$ cat config.mk
export PLATFORM = sky130hd
export DESIGN_NAME = esm_issue_scheduler
export DESIGN_NICKNAME = d
export VERILOG_FILES = /design/src/rtl/esm_pkg.sv /design/src/rtl/esm_rr_picker.sv /design/src/rtl/esm_issue_scheduler.sv
export SDC_FILE = /design/constraint.sdc
export NUM_CORES = 2
export LEC_CHECK = 0
export BUFFER_PORTS_ARGS = -buffer_cell sky130_fd_sc_hd__clkbuf_2
export CORE_AREA = 4 4 283 285
export DETAILED_ROUTE_END_ITERATION = 8
export DIE_AREA = 0 0 287 289
export HOLD_SLACK_MARGIN = 0.03
export PLACE_DENSITY = 0.72
export SYNTH_ARGS = -nofsm -noshare
export SYNTH_HDL_FRONTEND = slang
export SYNTH_HIERARCHICAL = 1
export SYNTH_SLANG_ARGS = --single-unit
$ cat constraint.sdc
create_clock -name clk -period 24.6 [get_ports clk]
set_clock_uncertainty 0.15 [all_clocks]
set_input_delay 4.92 -clock clk [delete_from_list [all_inputs] [get_ports clk]]
set_output_delay 4.92 -clock clk [all_outputs]
set_load 0.05 [all_outputs]
$ cat src/rtl/esm_pkg.sv
// Shared types and defaults for the ESM issue scheduler slice.
package esm_pkg;

  localparam int unsigned ESM_IWS     = 32;
  localparam int unsigned ESM_BS      = 16;
  localparam int unsigned ESM_IDX_W   = $clog2(ESM_BS);
  localparam int unsigned ESM_IDA_LAT = 2;

  typedef struct packed {
    logic [ESM_IWS-1:0] instr;
    logic               regwrite;
    logic               alusrc;
  } esm_payload_t;

  localparam int unsigned ESM_PAYLOAD_W = $bits(esm_payload_t);

endpackage

$ cat src/rtl/esm_rr_picker.sv
// Round-robin priority picker: first request at or after ptr, wrapping at N.
// N must be a power of two so the candidate index wraps for free.
module esm_rr_picker
  import esm_pkg::*;
#(
  parameter int unsigned N    = ESM_BS,
  parameter int unsigned IDXW = $clog2(N)
) (
  input  logic [N-1:0]    req,
  input  logic [IDXW-1:0] ptr,
  output logic [N-1:0]    gnt,
  output logic [IDXW-1:0] idx,
  output logic            any
);

  logic [IDXW-1:0] cand;

  always_comb begin
    gnt  = '0;
    idx  = '0;
    any  = 1'b0;
    cand = '0;
    for (int unsigned k = 0; k < N; k++) begin
      cand = ptr + IDXW'(k);
      if (!any && req[cand]) begin
        any       = 1'b1;
        gnt[cand] = 1'b1;
        idx       = cand;
      end
    end
  end

endmodule

$ cat src/rtl/esm_issue_scheduler.sv
// Slot allocator and round-robin issue scheduler feeding the ESM IDA.
// Slot i maps to bit i of the MSB-first valid_entries / independent_instr vectors.
module esm_issue_scheduler
  import esm_pkg::*;
#(
  parameter int unsigned Instruction_word_size = ESM_IWS,
  parameter int unsigned bs                    = ESM_BS,
  parameter int unsigned IDA_LAT               = ESM_IDA_LAT
) (
  input  logic                             clk,
  input  logic                             rst,
  input  logic                             flush,
  input  logic                             in_valid,
  output logic                             in_ready,
  input  logic [Instruction_word_size-1:0] in_instr,
  input  logic                             in_regwrite,
  input  logic                             in_alusrc,
  output logic                             ida_we,
  output logic [$clog2(bs)-1:0]            ida_index,
  output logic [Instruction_word_size-1:0] ida_instr,
  output logic                             ida_regwrite,
  output logic                             ida_alusrc,
  output logic [0:bs-1]                    valid_entries,
  input  logic [0:bs-1]                    independent_instr,
  output logic                             issue_valid,
  input  logic                             issue_ready,
  output logic [Instruction_word_size-1:0] issue_instr,
  output logic [$clog2(bs)-1:0]            issue_index,
  output logic [$clog2(bs):0]              occupancy
);

  localparam int unsigned IDXW = $clog2(bs);
  localparam int unsigned WW   = $clog2(IDA_LAT + 2);
  localparam int unsigned OCCW = IDXW + 1;

  logic [bs-1:0]                    valid_q;
  logic [bs-1:0]                    eligible;
  logic [bs-1:0]                    alloc_gnt;
  logic [bs-1:0]                    issue_gnt;
  logic [WW-1:0]                    wait_q  [bs];
  logic [Instruction_word_size-1:0] instr_q [bs];
  logic [IDXW-1:0]                  rr_q;
  logic [IDXW-1:0]                  alloc_idx;
  logic [IDXW-1:0]                  issue_idx;
  logic                             alloc_any;
  logic                             issue_any;
  logic                             accept;
  logic                             load_en;
  logic                             do_issue;

  // Lowest-free allocator is the same picker with the pointer pinned at 0.
  esm_rr_picker #(.N(bs), .IDXW(IDXW)) u_alloc_pick (
    .req (~valid_q),
    .ptr ('0),
    .gnt (alloc_gnt),
    .idx (alloc_idx),
    .any (alloc_any)
  );

  esm_rr_picker #(.N(bs), .IDXW(IDXW)) u_issue_pick (
    .req (eligible),
    .ptr (rr_q),
    .gnt (issue_gnt),
    .idx (issue_idx),
    .any (issue_any)
  );

  assign in_ready = !rst && alloc_any && !flush;
  assign accept   = in_valid && in_ready;
  assign load_en  = !issue_valid || issue_ready;
  assign do_issue = load_en && issue_any;

  always_comb begin
    eligible  = '0;
    occupancy = '0;
    for (int unsigned i = 0; i < bs; i++) begin
      valid_entries[i] = valid_q[i];
      eligible[i]      = valid_q[i] && (wait_q[i] == '0) && independent_instr[i];
      occupancy        = occupancy + OCCW'(valid_q[i]);
    end
  end

  always_ff @(posedge clk or posedge rst) begin
    if (rst) begin
      valid_q      <= '0;
      rr_q         <= '0;
      ida_we       <= 1'b0;
      ida_index    <= '0;
      ida_instr    <= '0;
      ida_regwrite <= 1'b0;
      ida_alusrc   <= 1'b0;
      issue_valid  <= 1'b0;
      issue_instr  <= '0;
      issue_index  <= '0;
      for (int unsigned i = 0; i < bs; i++) begin
        wait_q[i]  <= '0;
        instr_q[i] <= '0;
      end
    end else if (flush) begin
      valid_q     <= '0;
      ida_we      <= 1'b0;
      issue_valid <= 1'b0;
      for (int unsigned i = 0; i < bs; i++) begin
        wait_q[i] <= '0;
      end
    end else begin
      ida_we <= accept;
      if (accept) begin
        ida_index    <= alloc_idx;
        ida_instr    <= in_instr;
        ida_regwrite <= in_regwrite;
        ida_alusrc   <= in_alusrc;
      end
      for (int unsigned i = 0; i < bs; i++) begin
        if (accept && alloc_gnt[i]) begin
          wait_q[i]  <= WW'(IDA_LAT);
          instr_q[i] <= in_instr;
        end else if (wait_q[i] != '0) begin
          wait_q[i] <= wait_q[i] - WW'(1);
        end
      end
      // Alloc targets a clear bit and issue a set bit, so the two masks never overlap.
      valid_q <= (valid_q | ({bs{accept}} & alloc_gnt)) & ~({bs{do_issue}} & issue_gnt);
      if (load_en) begin
        issue_valid <= issue_any;
        if (issue_any) begin
          issue_instr <= instr_q[issue_idx];
          issue_index <= issue_idx;
          rr_q        <= issue_idx + IDXW'(1);
        end
      end
    end
  end

endmodule

==> impl_metrics.yaml <==
routing:
  ant_nets: 0
  via_count: 27876
  drt_wl_total_um: 117000
  avgViaCountPerCell: 6.55
  first_iter_violations: 3062
  drc_errors: 0
  first_pass_iters: 6
  wire_per_inst_um: 27.6
yosys:
  yosysTopAreaCell: "dfrtp_1"
  synth_edf_count: 0
  synth_mux_area_share_pct: 32.2
  synthCells: 3113
  synthArstFlopShare_pct: 100
  ys.flop_type: "dfrtp_1"
  synthTopCellsByArea: "dfrtp_1 (41%), mux2_2 (11%), mux4_2 (11%), mux2_4 (8.4%), mux2i_1 (1.9%)"
  synthDominantCellAreaShare_pct: 41.5
  ys_ff_latch: 640
  synth_top_family_by_area: "multiplexers"
  synth_warnings: 6
  synth_cell_type_count: 105
  synth.cell_area_um2: 38600
  synth_compound_area_share_pct: 8.99
  synth.cells.most_frequent: "dfrtp_1 (640), mux2_2 (376), mux2_4 (217)"
  synth_xor_area_share_pct: 1.13
  synthAdderAreaFrac_pct: 2.07
  synth.most_common_cell: "dfrtp_1"
  synth_area_per_cell_um2: 12.4
  yosysSeqAreaShare_pct: 41.5
  synth-simple-area-share_pct: 9.61
global_routing:
  grt_pass1_vias: 28259
  grt_antenna_before_repair: 3
  grtUsageTotal_pct: 28.1
  grt_max_degree: 172
  grt_overflow: 0
  grt_pass1_wl_um: 179000
setup_path:
  crit_chain: "clkbuf_2 > and3_1 > mux4_2 > a22oi_1 > and2_1 > nand3_4 > nor4_4 > nand3_1 > nand2_1 > a21oi_1 > a21oi_1 > a211o_4 > buf_4 > buf_4 > mux4_2 > mux2i_1 > nor3_1 > a211o_1"
  critPathLaunchType: "input port"
  worst_path_max_delay_cell: "buf_4"
  critPathBufInv: 3
  path_class: "in -> reg"
  critPathArrivalTime_ns: 12.16
  path_delay_family: "simple AND/OR/NAND/NOR gates"
  crit_path_max_incr_delay_ns: 0.83
  cp-end-kind: "flip-flop"
  critPathMaxFanout: 53
  worst_ep_required_time_ns: 24.95
outcome:
  status: "finished clean"
sta:
  maxSlewViolCount: 0
  fin_setup_tns_ns: 0
  setup_violations: 0
  hold_violations: 0
  worstMarginPinSlew_ns: 1.20
  rsz0062_at_grt: "no"
  period_needed_ns: 11.81
  fin_crit_sh_pct: 48.0
  max_freq_mhz: 84.7
  slew_headroom_pct: 19.2
clock_tree:
  hold_buffers: 0
  worstSkewPairLatency_ns: 0.62
  cts.clk_slew.worst_paths_ns: 0.06
  h-tree-depth: 3
  cts_buffers: 71
  cts_setup_buffers: 0
  cts.sinks: 640
  cts_tree: "yes"
  clock_tree.root_cell: "clkbuf_16"
  cts_resized: 0
  clk_path_buf_depth: 3
cells_and_area:
  multi_input_area_um2: 21000
  syn_to_final_growth_pct: 9.81
  regArea_um2: 16000
  drive_gt1_share_pct: 36.8
  fillers: 6449
  final_nets: 3272
die:
  start_util_pct: 49.9
  die_h_um: 289
  rows: 102
  io_pins: 153
  die_x_um: 287
  design.die.area_um2: 82900
  core_area_um2: 77300
worst_hold_path:
  min_path_type: "reg -> reg"
power_and_ir_drop:
  ir_drop_uv: 186
  p_leak_nw: 19.3
  powerDensity_nw_per_um2: 136
  total_power_w: 0.00577
placed_design:
  dp_hpwl_um: 73900
  port_buffers: 152
  place.gp.congestion: 1.03
job:
  maxCapViolations: 0
[logic make-up (layout without fill, tap and decap cells)]
family,count (synthesis),count (layout)
AO/OA/AOI/OAI,468,468
XOR/XNOR,48,48
adder cells (fa/ha/maj),58,58
buffers and inverters,350,433
flip-flops,640,640
multiplexers,854,854
other,1,23
AND/OR/NAND/NOR,694,694
[power by group]
group | leakage [nW] | internal [W] | switching, W
clock | 1.22 | 0.000658 | 0.000469
combinational | 9.65 | 0.00138 | 0.00189
sequential | 8.40 | 0.00126 | 0.000114
[layout make-up]
cell class	count	share of cell area, %
multi-input combinational	2143	49.5
antenna	2	0.0118
clock buffer	88	4.55
clock inverter	42	1.42
tap	1040	3.07
sequential	640	37.8
timing repair buffer	206	2.78
inverter	97	0.876
[through the flow]
step | hold WS (ns) | setup WS [ns] | util [%] | cells | area, µm²
floorplan | 0.324 | 1.60 | - | 3133 | 38700
global placement | 0.325 | 12.35 | 51.6 | 4126 | 39900
detailed placement | 0.328 | 12.24 | 51.6 | 4126 | 39900
CTS | 0.351 | 12.90 | 54.8 | 4256 | 42400
global route | 0.359 | 12.33 | 54.8 | 4256 | 42400
finish | 0.350 | 12.79 | 54.8 | 4258 | 42400
[state kept, by name, summed over array words and instances (netlist names)]
| name | count |
|---|---|
| ida_alusrc | 1 |
| ida_index | 4 |
| ida_instr | 32 |
| ida_regwrite | 1 |
| ida_we | 1 |
| instr_q | 512 |
| issue_index | 4 |
| issue_instr | 32 |
| issue_valid | 1 |
| rr_q | 4 |
| valid_q | 16 |
| wait_q | 32 |
[worst paths after layout]
check,depth (start not counted),slack [ns],from,endpoint
setup / recovery,18,12.79,independent_instr[3],issue_instr[9]
hold / removal,1,0.35,instr_q[299],instr_q[299]
setup reg to reg,19,15.68,rr_q[1],issue_instr[9]
hold reg to reg,1,0.35,instr_q[299],instr_q[299]
max in group asynchronous,5,16.66,rst,ida_instr[13]
min in group asynchronous,2,4.36,rst,instr_q[480]
[layout by cell type (no fill, tap or decap), drive strengths merged, types with 55 or more instances in the layout]
master,instances
dfrtp,640
mux2,596
clkbuf,240
nand2,208
mux4,183
nor2,128
inv,102
a21oi,82
nand3,82
mux2i,75
o21ai,58
nand2b,56
nor3,56
and3,55
[routing by layer]
layer | up-vias | global-route usage [%] | share of wire, %
li1 | 11799 | - | -
met1 | 14358 | 38.5 | 42
met2 | 1378 | 43.7 | 46
met3 | 339 | 5.92 | 8.0
met4 | 2 | 11.8 | 4.8
met5 | - | 0 | 0.014
Note: power is estimated with default switching activity, not from simulation.
